**src/rtl/vga_sync_gen_if.sv**
```systemverilog
`default_nettype none
// ============================================================================
// Module   : vga_sync_gen_if
// Purpose  : Raster coordinates, sync pins and timing strobes of vga_sync_gen.
// Revision : 1.0
// ============================================================================
interface vga_sync_gen_if;
  logic [9:0] pix_x;
  logic [9:0] pix_y;
  logic       video_on;
  logic       hsync;
  logic       vsync;
  logic       p_tick;
  logic       frame_tick;

  modport master (
    output pix_x, pix_y, video_on, hsync, vsync, p_tick, frame_tick
  );

  modport slave (
    input  pix_x, pix_y, video_on, hsync, vsync, p_tick, frame_tick
  );
endinterface
`default_nettype wire

```
**src/rtl/vga_sync_gen.sv**
```systemverilog
`default_nettype none
// ============================================================================
// Module   : vga_sync_gen
// Purpose  : 640x480@60 raster timing generator with an internal pixel divider.
// Revision : 1.0
// ============================================================================
module vga_sync_gen #(
  parameter int DIV       = 4,
  parameter int H_DISPLAY = 640,
  parameter int H_FP      = 16,
  parameter int H_SYNC    = 96,
  parameter int H_BP      = 48,
  parameter int V_DISPLAY = 480,
  parameter int V_FP      = 10,
  parameter int V_SYNC    = 2,
  parameter int V_BP      = 33
) (
  input  logic           clk,
  input  logic           reset,
  vga_sync_gen_if.master vga
);
  localparam int H_TOTAL = H_DISPLAY + H_FP + H_SYNC + H_BP;
  localparam int V_TOTAL = V_DISPLAY + V_FP + V_SYNC + V_BP;
  localparam int DIV_W   = $clog2(DIV);

  localparam logic [DIV_W-1:0] DIV_LAST = DIV_W'(DIV - 1);
  localparam logic [9:0] H_LAST     = 10'(H_TOTAL - 1);
  localparam logic [9:0] V_LAST     = 10'(V_TOTAL - 1);
  localparam logic [9:0] H_VIS      = 10'(H_DISPLAY);
  localparam logic [9:0] V_VIS      = 10'(V_DISPLAY);
  localparam logic [9:0] H_VIS_LAST = 10'(H_DISPLAY - 1);
  localparam logic [9:0] V_VIS_LAST = 10'(V_DISPLAY - 1);
  localparam logic [9:0] HS_FIRST   = 10'(H_DISPLAY + H_FP);
  localparam logic [9:0] HS_LAST    = 10'(H_DISPLAY + H_FP + H_SYNC - 1);
  localparam logic [9:0] VS_FIRST   = 10'(V_DISPLAY + V_FP);
  localparam logic [9:0] VS_LAST    = 10'(V_DISPLAY + V_FP + V_SYNC - 1);

  logic [DIV_W-1:0] r_div_cnt;
  logic [9:0]       r_h;
  logic [9:0]       r_v;
  logic             r_hsync;
  logic             r_vsync;

  logic [9:0]       w_h_next;
  logic [9:0]       w_v_next;
  logic             w_p_tick;
  logic             w_h_wrap;

  always_comb begin
    w_p_tick = (r_div_cnt == DIV_LAST);
    w_h_wrap = w_p_tick && (r_h == H_LAST);
    w_h_next = r_h;
    w_v_next = r_v;
    if (w_p_tick) begin
      w_h_next = w_h_wrap ? 10'd0 : r_h + 10'd1;
    end
    if (w_h_wrap) begin
      w_v_next = (r_v == V_LAST) ? 10'd0 : r_v + 10'd1;
    end
  end

  // Sync pins decode the next coordinate so they switch on the same edge as pix_x/pix_y.
  always_ff @(posedge clk or negedge reset) begin
    if (!reset) begin
      r_div_cnt <= '0;
      r_h       <= '0;
      r_v       <= '0;
      r_hsync   <= 1'b1;
      r_vsync   <= 1'b1;
    end else begin
      r_div_cnt <= w_p_tick ? '0 : r_div_cnt + DIV_W'(1);
      r_h       <= w_h_next;
      r_v       <= w_v_next;
      r_hsync   <= !((w_h_next >= HS_FIRST) && (w_h_next <= HS_LAST));
      r_vsync   <= !((w_v_next >= VS_FIRST) && (w_v_next <= VS_LAST));
    end
  end

  assign vga.pix_x      = r_h;
  assign vga.pix_y      = r_v;
  assign vga.video_on   = (r_h < H_VIS) && (r_v < V_VIS);
  assign vga.hsync      = r_hsync;
  assign vga.vsync      = r_vsync;
  assign vga.p_tick     = w_p_tick;
  assign vga.frame_tick = w_p_tick && (r_h == H_VIS_LAST) && (r_v == V_VIS_LAST);
endmodule
`default_nettype wire

```
**src/flat_wrapper.sv**
```systemverilog
// flat-port wrapper written by rule: the top's interface ports become plain ports
module vga_sync_gen_flat 
#(
  parameter int DIV       = 4,
  parameter int H_DISPLAY = 640,
  parameter int H_FP      = 16,
  parameter int H_SYNC    = 96,
  parameter int H_BP      = 48,
  parameter int V_DISPLAY = 480,
  parameter int V_FP      = 10,
  parameter int V_SYNC    = 2,
  parameter int V_BP      = 33
)
  (clk, reset, vga_pix_x, vga_pix_y, vga_video_on, vga_hsync, vga_vsync, vga_p_tick, vga_frame_tick);
  vga_sync_gen_if vga_i ();
  input  logic clk;
  input  logic reset;
  output wire logic [$bits(vga_i.pix_x)-1:0] vga_pix_x;
  output wire logic [$bits(vga_i.pix_y)-1:0] vga_pix_y;
  output wire logic [$bits(vga_i.video_on)-1:0] vga_video_on;
  output wire logic [$bits(vga_i.hsync)-1:0] vga_hsync;
  output wire logic [$bits(vga_i.vsync)-1:0] vga_vsync;
  output wire logic [$bits(vga_i.p_tick)-1:0] vga_p_tick;
  output wire logic [$bits(vga_i.frame_tick)-1:0] vga_frame_tick;
  assign vga_pix_x = vga_i.pix_x;
  assign vga_pix_y = vga_i.pix_y;
  assign vga_video_on = vga_i.video_on;
  assign vga_hsync = vga_i.hsync;
  assign vga_vsync = vga_i.vsync;
  assign vga_p_tick = vga_i.p_tick;
  assign vga_frame_tick = vga_i.frame_tick;
  vga_sync_gen #(.DIV(DIV), .H_DISPLAY(H_DISPLAY), .H_FP(H_FP), .H_SYNC(H_SYNC), .H_BP(H_BP), .V_DISPLAY(V_DISPLAY), .V_FP(V_FP), .V_SYNC(V_SYNC), .V_BP(V_BP)) u_core (.clk(clk), .reset(reset), .vga(vga_i));
endmodule
```
**config.mk**
```make
export PLATFORM = sky130hd
export DESIGN_NAME = vga_sync_gen_flat
export DESIGN_NICKNAME = d
export VERILOG_FILES = /design/src/rtl/vga_sync_gen_if.sv /design/src/rtl/vga_sync_gen.sv /design/src/flat_wrapper.sv
export SDC_FILE = /design/constraint.sdc
export NUM_CORES = 1
export LEC_CHECK = 0
export BUFFER_PORTS_ARGS = -buffer_cell sky130_fd_sc_hd__buf_2
export CORE_MARGIN = 5
export CORE_UTILIZATION = 40
export CTS_BUF_LIST = sky130_fd_sc_hd__clkbuf_8
export DETAILED_ROUTE_END_ITERATION = 6
export GPL_TIMING_DRIVEN = 0
export PLACE_DENSITY = 0.72
export SETUP_SLACK_MARGIN = 0.4
export SYNTH_ARGS = -nofsm -noshare
export SYNTH_HDL_FRONTEND = slang
export SYNTH_SLANG_ARGS = --single-unit
```
**constraint.sdc**
```tcl
create_clock -name clk -period 3.5 [get_ports clk]
set_input_delay 0.175 -clock clk [delete_from_list [all_inputs] [get_ports clk]]
set_output_delay 0.175 -clock clk [all_outputs]
set_load 0.02 [all_outputs]
```
### Yosys cells after proc, flatten, opt, wreduce, memory -nomap -nowiden

Index checks and enable logic that the tools add are counted.

* add/sub/neg operators: 3
* order comparisons: 6
* equality and inequality tests: 5
* mux-type cells: 5
* reductions and logical operators: 8

Operators with widths (count)
* two-way mux 10 bit: 4
* == test 10 bit (second input constant): 3
* adder 10 x 1 -> 10 bit (second input constant): 2
* == test 10 x 9 -> 1 bit (second input constant): 1
* greater-or-equal comparator 10 bit (second input constant): 1
* greater-or-equal comparator 10 x 9 -> 1 bit (second input constant): 1
* less-or-equal comparator 10 bit (second input constant): 1
* less-or-equal comparator 10 x 9 -> 1 bit (second input constant): 1
* < comparator 10 bit (second input constant): 1
* < comparator 10 x 9 -> 1 bit (second input constant): 1
* logical AND 1 bit: 6
* adder 2 x 1 -> 2 bit (second input constant): 1
* == test 2 bit (second input constant): 1
* logical NOT 1 bit: 2
* two-way mux 2 bit: 1

* bits in registers: 24
* bits of input ports: 2
* output and inout port bits: 25
* logic and storage cells: 32

### Logic depth before layout (Yosys ltp)

Gate-level depths: netlist of run 1.

* depth after elaboration: 7
* mapped depth: 8
* depth with buffers taken out: 7

### Worst setup path before layout of run 1

Ideal clock, no wire load.

* path type: register to register
* start point: register u_core.r_div_cnt[0]
* end point: register u_core.r_vsync, in the netlist u_core.vga.vsync
* library setup time: 0.090 ns
* arrival time: 2.199 ns
* required time: 3.410 ns
* path slack: 1.210 ns
* stages on the path, launching flop included: 8
* buffers on the path: 1
* clock period less this slack: 2.290 ns
* cells stage by stage: dfrtp_1 > ha_1 > clkbuf_1 > nand4_1 > or3_4 > or4_1 > nand2_1 > nand4_1

* cells in the longest elaborated chain, start to end: 6
* elaborated cells on any way between the ends: 7
* those cells by class: order compare: 2; eq/ne: 1; mux: 1; reduce/logical: 3

RTL lines
* from (decl): RTL line vga_sync_gen.sv:38 `logic [DIV_W-1:0] r_div_cnt;`
* from (signal assigned): RTL line vga_sync_gen.sv:71 `r_div_cnt <= w_p_tick ? '0 : r_div_cnt + DIV_W'(1);`
* == test 2 bit *: RTL line vga_sync_gen.sv:50 `w_p_tick = (r_div_cnt == DIV_LAST);`
* named net vga_p_tick: RTL line flat_wrapper.sv:23 `output wire logic [$bits(vga_i.p_tick)-1:0] vga_p_tick;`
* logical AND 1 bit *: RTL line vga_sync_gen.sv:51 `w_h_wrap = w_p_tick && (r_h == H_LAST);`
* two-way mux 10 bit *: RTL line vga_sync_gen.sv:57 `if (w_h_wrap) begin`
* named net u_core.w_v_next[8]: RTL line vga_sync_gen.sv:45 `logic [9:0] w_v_next;`
* greater-or-equal comparator 10 x 9 -> 1 bit / less-or-equal comparator 10 x 9 -> 1 bit (equally long branches): RTL line vga_sync_gen.sv:75 `r_vsync <= !((w_v_next >= VS_FIRST) && (w_v_next <= VS_LAST));`
* logical AND 1 bit *: RTL line vga_sync_gen.sv:75
* logical NOT 1 bit *: RTL line vga_sync_gen.sv:75
* to (signal assigned): RTL line vga_sync_gen.sv:75
* to (decl): RTL line vga_sync_gen.sv:42 `logic r_vsync;`

The timed path passes the listed nets; every way through them passes the cells marked *.

### Worst setup path in the final report of run 1

* start point: register u_core.r_div_cnt[0]
* end point: register u_core.r_v[5], in the netlist u_core.vga.pix_y[5]

* cells in the longest elaborated chain, start to end: 3

RTL lines
* == test 2 bit: RTL line vga_sync_gen.sv:50
* logical AND 1 bit: RTL line vga_sync_gen.sv:51
* two-way mux 10 bit: RTL line vga_sync_gen.sv:57
* named net u_core.w_v_next[5]: RTL line vga_sync_gen.sv:45
* to (signal assigned): RTL line vga_sync_gen.sv:73 `r_v <= w_v_next;`
* to (decl): RTL line vga_sync_gen.sv:40 `logic [9:0] r_v;`

The timed path passes the listed nets, and every way through them passes these cells.

==> results of run 1 <==
[flip-flops by register name, summed over array words and instances (netlist names)]
name	count
u_core.vga.pix_y	10
u_core.r_div_cnt	2
u_core.vga.hsync	1
u_core.vga.pix_x	10
u_core.vga.vsync	1
[where the power goes]
part	switching, mW	leakage, nW	total (mW)	internal (mW)
sequential	0	0.314	0.277	0.277
combinational	0.00523	0.372	0.00635	0.00112
clock	0.0853	0.0357	0.238	0.153
[timing repair]
item / in CTS / in global routing
endpoints found under the setup margin: 0 / 0
hold endpoints to repair: 22 / 0
hold buffers: 1 / 0
[logic make-up after synthesis]
group,after synthesis
AOI/OAI and AO/OA,23
muxes,3
xor gates and xnor gates,8
DFF,24
buffers and inverters,11
and+or+nand+nor,66
adders and majority gates,4
[layout make-up]
type                    instances  area share [%]
inverters                       7            1.64
clock buffers                   3            2.58
repair buffers                 27            8.77
well taps                      46            3.60
clock inverters                 1            1.88
multi-input cells             104            42.2
flip-flops and latches         24            37.7
plain buffers                   4            1.57
[layout by cell type (no fill, tap or decap), types with 2 or more instances in the layout]
cell type,instances
buf_2,26
dfrtp_1,22
o21ai_0,14
nand2_1,13
nand3_1,9
nor3_1,8
inv_1,7
nor2_1,7
xor2_1,5
nor4_1,5
nand4_1,4
clkbuf_8,4
ha_1,4
clkbuf_1,3
nand2b_1,3
xnor2_1,3
a21oi_1,3
mux2i_1,2
or4_1,2
and3_1,2
nand3b_1,2
dfstp_2,2
[per-stage QoR]
step	instance area, um2	power [mW]	std cells	hold WS, ps	setup slack [ps]
after floorplan	1330	0.283	139	-121	1210
after detailed placement	1520	0.289	211	187	1020
after CTS	1600	0.529	216	437	996
after global routing	1600	0.542	216	451	699
after global placement	1520	0.288	211	173	1050
final	1600	0.521	216	419	965
[per-layer routing]
layer / vias up / track usage, % / part of all wire, %
met5: - / 0 / 0
met4: 0 / 5.82 / 1.6
met1: 575 / 18.8 / 44
met2: 35 / 23.2 / 50
met3: 4 / 1.16 / 4.6
li1: 567 / - / -
[path summary, 6_finish.rpt]
path | start | endpoint | slack (ps) | cells after the start
worst max-delay path | u_core.r_div_cnt[0]$_DFF_PN0_ | u_core.vga.pix_y[5]$_DFF_PN0_ | 960 | 7
worst min-delay path | reset | u_core.vga.pix_y[6]$_DFF_PN0_ | 420 | 2
worst max register to register | u_core.r_div_cnt[0]$_DFF_PN0_ | u_core.vga.pix_y[5]$_DFF_PN0_ | 960 | 7
worst min register to register | u_core.r_div_cnt[0]$_DFF_PN0_ | u_core.r_div_cnt[0]$_DFF_PN0_ | 430 | 1
max in group asynchronous | reset | u_core.vga.hsync$_DFF_PN1_ | 2720 | 2
min in group clk | u_core.r_div_cnt[0]$_DFF_PN0_ | u_core.r_div_cnt[0]$_DFF_PN0_ | 430 | 1
==> impl_metrics.csv, run 1 <==
group,metric,value,unit
timing,tightest_slew,1060,ps
detailed_routing,final_antenna_net_count,0,
floorplan,ios,27,
critical_path,worst_ep_required_time,3650,ps
yosys,synthesis.area,1330,um2
timing,slew_violations,0,
floorplan,placementRows,21,
yosys,synthFlopType,"dfrtp_1",
cells_and_area,final_layout_size_suffix_gt1_share,24.1,%
yosys,ys_ff_latch,24,
yosys,syn_inst,139,
placement,dp_hpwl,2.19,mm
cells_and_area,fin_util,48.6,%
clocking,clkLatencyLatePin,260,ps
yosys,synth_top_area_share,41.4,%
detailed_routing,detail_route.wl_per_cell,14.1,um
cells_and_area,area_growth,20.2,%
critical_path,crit_buf_inv,2,
clocking,cts-resized-gates,0,
grt,antenna_found_initial,0,
detailed_routing,drtIter0Drc,82,
yosys,synthArstFlopShare,100,%
clocking,cts_tree,"built",
grt,grt_usage,14.1,%
grt,grt_pass1_wl,5.01,mm
yosys,yosys.area_share.simple,29.2,%
detailed_routing,num_vias,1181,
detailed_routing,viasPerCell,5.47,
yosys,synth_mux_area_share,2.35,%
grt,grt_max_degree,25,
power_and_ir_drop,powerDensity,326,nW/um2
clocking,root_buffer,"clkbuf_8",
power_and_ir_drop,p_leak,0.722,nW
cells_and_area,multi_input_area,674,um2
grt,grt_overflow_total,0,
critical_path,timing_worst_setup_path_type,"reg -> reg",
clocking,htreeDepth,1,
power_and_ir_drop,irDropWorstVdd,0.000146,V
timing,setup_tns,0,ps
floorplan,die_w,67.6,um
timing,finalCritPeriodShare,72.4,%
critical_path,cp_cell_sequence,"ha_1 -> clkbuf_1 -> nand4_1 -> nor3_1 -> clkbuf_1 -> nand2b_1 -> o31ai_1",
yosys,synth_area_leaders,"dfrtp_1 (41%), o21ai_0 (5.3%), dfstp_2 (4.0%)",
run_status,status,"finished, final reports clean",
yosys,synth_compound_area_share,10.2,%
job,maxCapViolCount,0,
yosys,synthAdderAreaFrac,3.77,%
grt,grt_pass1_vias,1051,
yosys,ys_seq_area_share,45.4,%
floorplan,design.die.area,4570,um2
yosys,yosys.area_share.xor_xnor,5.27,%
placement,gp_congestion,0.888,
critical_path,end_kind,"register",
detailed_routing,firstDrtPassIters,4,
critical_path,cp_common_cell,"clkbuf_1",
detailed_routing,wirelength,3.04,mm
critical_path,critPathLaunchType,"register",
critical_path,critical-path-top-delay-family,"simple AND/OR/NAND/NOR gates",
yosys,synth_edf_count,0,
yosys,synth.most_common_cell,"dfrtp_1",
timing,slew_headroom,28.2,%
floorplan,coreArea,3280,um2
yosys,avgSynthCellArea,9.56,um2
yosys,yosys-top-cells-count,"dfrtp_1 (22), o21ai_0 (14), nand2_1 (13)",
timing,clock-skew-final,3.00,ps
clocking,cts_buffers,3,
clocking,clock_path_buffers,2,
clocking,postCtsSetupBuffers,0,
timing,period_needed,2540,ps
cells_and_area,seq_area,603,um2
timing,rsz0062_at_grt,"false",
timing,setup_violations,0,
critical_path,critPathMaxFanout,10,
timing,hold_viol_final,0,
yosys,yosys.cell_types.count,39,
floorplan,initial_core_util,40.5,%
cells_and_area,fill_cells,309,
detailed_routing,drc,0,
critical_path,slowest_stage,"clkbuf_1",
clocking,cts.sinks,24,
yosys,yosysTopAreaCell,"dfrtp_1",
yosys,synth_top_family_by_area,"simple AND/OR/NAND/NOR gates",
yosys,yosysWarnings,0,
yosys,synth_nets,145,
placement,portBuffers,26,
critical_path,cp_data_arrival_time,2690,ps
cells_and_area,diodes,0,
min_path,worstHoldPathType,"in -> async",
clocking,path_clk_slew,80,ps
floorplan,fp.dieH,67.6,um
cells_and_area,layout.nets,177,
timing,max_freq,394,MHz
critical_path,max_stage_delay,430,ps
No activity file was read; power rests on OpenSTA's default activity.
==> run 2: changes to the inputs <==
Clock period 3.5 ns to 2.54 ns, I/O delays scaled along.
==> run 2 against run 1 <==
Worst hold slack got worse by 43 ps; count of clock-buffer cells in the layout stayed put; utilization increased by 3.7 points; largest cell class unchanged; wire length rose by 12%.
==> impl_metrics.csv, run 2 (synthesis gave the netlist of run 1 again) <==
group,metric,value,unit
run_status,status,"finished, final reports clean",
power_and_ir_drop,combPwrFrac,1.4,%
clocking,cts_tree,"built",
floorplan,fp.dieH,67.6,um
timing,max_freq,483,MHz
placement,gp_congestion,0.898,
cells_and_area,fill_cells,307,
min_path,worstHoldPathType,"in -> async",
floorplan,ios,27,
floorplan,coreArea,3280,um2
detailed_routing,viasPerCell,5.38,
timing,slew_violations,0,
cells_and_area,layout.nets,187,
placement,dp_worst_setup_slack,260,ps
timing,slew_headroom,64.4,%
grt,grt_overflow_total,0,
detailed_routing,detail_route.wl_per_cell,15.0,um
cells_and_area,final_common_cell,"buf_2",
power_and_ir_drop,irDropWorstVdd,0.000363,V
detailed_routing,final_antenna_net_count,0,
clocking,cts_buffers,3,
job,maxCapViolCount,0,
timing,hold_viol_final,0,
critical_path,max_stage_delay,430,ps
clocking,path_clk_slew,80,ps
critical_path,worst_ep_required_time,2750,ps
cells_and_area,seq_area,606,um2
grt,grt_pass1_vias,1108,
cells_and_area,final_area,1720,um2
timing,setup_ws,468,ps
grt,grt_usage,15.7,%
timing,tightest_slew,534,ps
cells_and_area,multi_input_area,731,um2
floorplan,placementRows,21,
critical_path,slowest_stage,"dfrtp_1",
timing,setup_violations,0,
cells_and_area,stdcell_count,226,
critical_path,cp_data_arrival_time,2280,ps
clocking,root_buffer,"clkbuf_8",
detailed_routing,num_vias,1217,
clocking,clock_path_buffers,2,
placement,placed_cell_area,1530,um2
critical_path,end_kind,"register",
power_and_ir_drop,p_clk_share,36.5,%
floorplan,initial_core_util,40.5,%
power_and_ir_drop,netSwitchingFraction,20.2,%
clocking,cts.sinks,24,
power_and_ir_drop,pwr-share-seq,62.0,%
detailed_routing,drtIter0Drc,168,
detailed_routing,firstDrtPassIters,4,
timing,clock-skew-final,2.21,ps
detailed_routing,wirelength,3.39,mm
placement,portBuffers,26,
timing,finalCritPeriodShare,81.6,%
critical_path,timing_worst_setup_path_type,"reg -> reg",
cells_and_area,layout_common_cells,"buf_2 (26), dfrtp_1 (20), o21ai_0 (14)",
critical_path,critPathMaxFanout,5,
timing,setup_tns,0,ps
timing,period_needed,2070,ps
placement,dp.cells,211,
critical_path,cp_common_cell,"nand4_1",
floorplan,die_w,67.6,um
power_and_ir_drop,p_leak,0.771,nW
grt,grt_max_degree,25,
clocking,clkLatencyLatePin,270,ps
critical_path,critPathLaunchType,"register",
power_and_ir_drop,powerDensity,358,nW/um2
cells_and_area,final_layout_size_suffix_gt1_share,33.9,%
grt,antenna_found_initial,0,
timing,rsz0062_at_grt,"false",
critical_path,cp_cell_sequence,"ha_1 -> nand4_1 -> buf_4 -> o31a_2 -> o21ba_2 -> o2bb2a_1 -> nand4_1",
grt,grt_pass1_wl,5.37,mm
power_and_ir_drop,power.switching,0.124,mW
critical_path,r2r_cells,7,
cells_and_area,diodes,0,
power_and_ir_drop,internal_power,0.491,mW
floorplan,design.die.area,4570,um2
placement,dp_hpwl,2.33,mm
detailed_routing,drc,0,
cells_and_area,area_growth,29.3,%
clocking,htreeDepth,1,
power_and_ir_drop,p_total,0.616,mW
-- run 2: changes by cell type in the layout (fill, tap and decap cells not counted), sizes merged --
cell	before	now
clkbuf	7	4
bufinv	1	0
inv	7	8
buf	26	39
-- run 2: worst max-delay path, delay by kind of cell (launching register included) --
family | cells | cell delay (ps)
AOI/OAI and AO/OA | 3 | 820
adders and majority gates | 1 | 200
buffers and inverters | 1 | 230
DFF | 1 | 430
and+or+nand+nor | 2 | 330
-- run 2: through the flow --
stage	hold WS, ps	utilization (%)
after floorplan	-169	-
after global placement	125	46.7
after detailed placement	140	46.7
after CTS	386	49.5
after global routing	446	52.3
final	376	52.3
-- run 2: cell type report --
| type | count | share of cell area (%) |
|---|---|---|
| clock inverters | 1 | 0.218 |
| inverters | 7 | 1.53 |
| flip-flops and latches | 24 | 35.3 |
| plain buffers | 4 | 2.18 |
| repair buffers | 37 | 12.5 |
| well taps | 46 | 3.35 |
| multi-input cells | 104 | 42.5 |
| clock buffers | 3 | 2.40 |
-- run 2: power groups by stage --
stage	clock (mW)	sequential (mW)	combinational (mW)
floorplan	0	0.389	0.000000246
global placement	0	0.389	0.00787
detailed placement	0	0.389	0.00834
CTS	0.232	0.382	0.00952
global route	0.248	0.382	0.0110
finish	0.225	0.382	0.00887
-- run 2: what timing repair did --
action / CTS / global route
pin swaps: 2 / 6
setup buffers: 4 / 6
hold buffers: 1 / 0
resized for setup: 3 / 14
cloned: 0 / 0
hold endpoints to repair: 22 / 0
setup endpoints to repair: 8 / 7
-- run 2: final timing paths --
kind / slack, ps / startpoint / end
max in group asynchronous: 1780 / reset / u_core.vga.pix_x[8]$_DFF_PN0_
max: 470 / u_core.vga.pix_x[0]$_DFF_PN0_ / u_core.vga.vsync$_DFF_PN1_
min in group clk: 480 / u_core.r_div_cnt[0]$_DFF_PN0_ / u_core.r_div_cnt[0]$_DFF_PN0_
min reg2reg: 480 / u_core.r_div_cnt[0]$_DFF_PN0_ / u_core.r_div_cnt[0]$_DFF_PN0_
min: 380 / reset / u_core.vga.pix_y[4]$_DFF_PN0_
max reg2reg: 470 / u_core.vga.pix_x[0]$_DFF_PN0_ / u_core.vga.vsync$_DFF_PN1_
-- run 2: per-layer routing --
layer  GRT usage (%)  vias up  wire length, um
met5               0        -                0
met2            24.1       38             1640
met1            21.2      588             1490
met4            5.32        0               43
met3            4.33        6              215
li1                -      585                -
==> run 3: changes to the inputs <==
Settings changed: PLACE_DENSITY 0.72 to 0.75.
Clock period 2.54 ns to 1.71 ns, I/O delays scaled along.
==> run 3 against run 2 <==
Clock power increased by 120%; combinational power increased by 54%; die area unchanged; count of clock-buffer cells in the layout unchanged; maximum frequency decreased by 0.83%; final area increased by 20%; wire length increased by 22%; worst hold slack got worse by 38 ps; final cell count increased by 6.2%; via count increased by 12%; critical path depth decreased by 1; the run now ends with negative setup slack left; clock skew increased by 4.6 ps.
==> impl_metrics.csv, run 3 (synthesis gave the netlist of run 1 again) <==
group,metric,value,unit
run_status,status,"finished with violations",
run_status,violations,"negative setup slack",
critical_path,cp_cell_sequence,"or4b_4 -> buf_4 -> nor4_1 -> o21ba_2 -> o2bb2a_2 -> nand4_1",
timing,hold-worst-slack,338,ps
power_and_ir_drop,powerDensity,523,nW/um2
detailed_routing,drtIter0Drc,192,
placement,gp_congestion,0.913,
timing,hold_viol_final,0,
grt,grt_usage,18.2,%
cells_and_area,fin_util,62.8,%
floorplan,ios,27,
cells_and_area,final_area,2060,um2
cells_and_area,layout_common_cells,"buf_2 (24), buf_4 (21), dfrtp_1 (14)",
floorplan,design.die.area,4570,um2
timing,clock-skew-final,6.83,ps
detailed_routing,num_vias,1359,
clocking,cts_tree,"built",
critical_path,critPathLaunchType,"register",
clocking,path_clk_slew,90,ps
floorplan,die_w,67.6,um
cells_and_area,final_layout_size_suffix_gt1_share,52.6,%
critical_path,critPathMaxFanout,4,
grt,antenna_found_initial,0,
detailed_routing,drc,0,
placement,dp.cells,211,
detailed_routing,final_antenna_net_count,0,
critical_path,critical-path-top-delay-family,"simple AND/OR/NAND/NOR gates",
timing,finalCritPeriodShare,122,%
critical_path,worst_ep_required_time,1890,ps
cells_and_area,area_growth,55.2,%
grt,grt_pass1_vias,1214,
critical_path,rrSetupSlack,-380,ps
grt,grt_overflow_total,0,
clocking,cts.sinks,24,
critical_path,slowest_stage,"or4b_4",
grt,grt_pass1_wl,6.17,mm
detailed_routing,detail_route.wl_per_cell,17.2,um
floorplan,initial_core_util,40.5,%
placement,portBuffers,26,
job,maxCapViolCount,0,
min_path,worstHoldPathType,"in -> async",
cells_and_area,layout.nets,201,
detailed_routing,firstDrtPassIters,4,
critical_path,cp_data_arrival_time,2270,ps
clocking,cts_buffers,3,
clocking,root_buffer,"clkbuf_8",
clocking,clock_path_buffers,2,
grt,grt_max_degree,25,
placement,dp_hpwl,2.32,mm
timing,setup_violations,18,
critical_path,crit_buf_inv,1,
cells_and_area,stdcell_count,240,
detailed_routing,viasPerCell,5.66,
clocking,clkLatencyLatePin,270,ps
timing,setup_ws,-379,ps
floorplan,coreArea,3280,um2
critical_path,max_stage_delay,570,ps
critical_path,timing_worst_setup_path_type,"reg -> reg",
timing,max_freq,479,MHz
timing,period_needed,2090,ps
detailed_routing,wirelength,4.14,mm
critical_path,end_kind,"register",
power_and_ir_drop,irDropWorstVdd,0.000365,V
power_and_ir_drop,p_leak,0.981,nW
clocking,htreeDepth,1,
cells_and_area,final_common_cell,"buf_2",
timing,slew_headroom,62.2,%
floorplan,placementRows,21,
placement,placed_cell_area,1590,um2
timing,rsz0062_at_grt,"true",
timing,slew_violations,0,
timing,tightest_slew,566,ps
cells_and_area,diodes,0,
floorplan,fp.dieH,67.6,um
[run 3: cell count changes in the layout (fill, tap and decap cells not counted), moves of 6 or more]
cell	previous run	this run
buf_4	11	21
dfrtp_1	20	14
dfrtp_2	2	8
o21ai_0	14	5
o21ai_1	0	6
[run 3: final timing paths]
path,start,endpoint,cells after the start
max,u_core.vga.pix_x[5]$_DFF_PN0_,u_core.vga.vsync$_DFF_PN1_,6
min,reset,u_core.vga.pix_y[5]$_DFF_PN0_,2
max reg2reg,u_core.vga.pix_x[5]$_DFF_PN0_,u_core.vga.vsync$_DFF_PN1_,6
min reg2reg,u_core.r_div_cnt[1]$_DFF_PN0_,u_core.r_div_cnt[1]$_DFF_PN0_,1
max in group asynchronous,reset,u_core.vga.pix_y[0]$_DFF_PN0_,2
min in group clk,u_core.r_div_cnt[1]$_DFF_PN0_,u_core.r_div_cnt[1]$_DFF_PN0_,1
[run 3: metal layers]
metal  share of wire (%)  GRT usage, %
met2                  51          29.6
met3                 6.4          3.66
met1                  40          23.5
met4                 2.5          7.34
met5                   0             0
[run 3: cell type report]
cell class,count,area (um2)
plain buffers,4,68.8
clock inverters,1,30.0
multi-input cells,104,872
clock buffers,3,41.3
fillers,264,1220
repair buffers,51,353
inverters,7,26.3
flip-flops and latches,24,613
well taps,46,57.6
[run 3: timing repair]
action | CTS | global route
hold buffers | 1 | 0
endpoints found under the setup margin | 23 | 23
hold endpoints to repair | 22 | 0
setup buffers | 16 | 8
pin swaps | 12 | 8
resized for setup | 28 | 19
[run 3: per-stage QoR]
step           worst slack, ps  setup TNS, ps  power, mW
6_report                  -379          -3840       1.08
5_1_grt                   -397          -4560       1.12
4_1_cts                   -313          -3300       1.10
3_5_place_dp              -590          -6020      0.591
3_3_place_gp              -518          -4990      0.590
2_1_floorplan             -336          -2520      0.578
[run 3: worst register-to-register path: stages (launching register included)]
cell      delay [ps]
dfrtp_2          410
or4b_4           570
buf_4            170
nor4_1           390
o21ba_2          200
o2bb2a_2         160
nand4_1           90
[run 3: power breakdown]
part,switching (mW),total (mW),internal [mW]
sequential,0,0.567,0.567
clock,0.185,0.497,0.313
combinational,0.0114,0.0137,0.00229
total,0.196,1.08,0.882
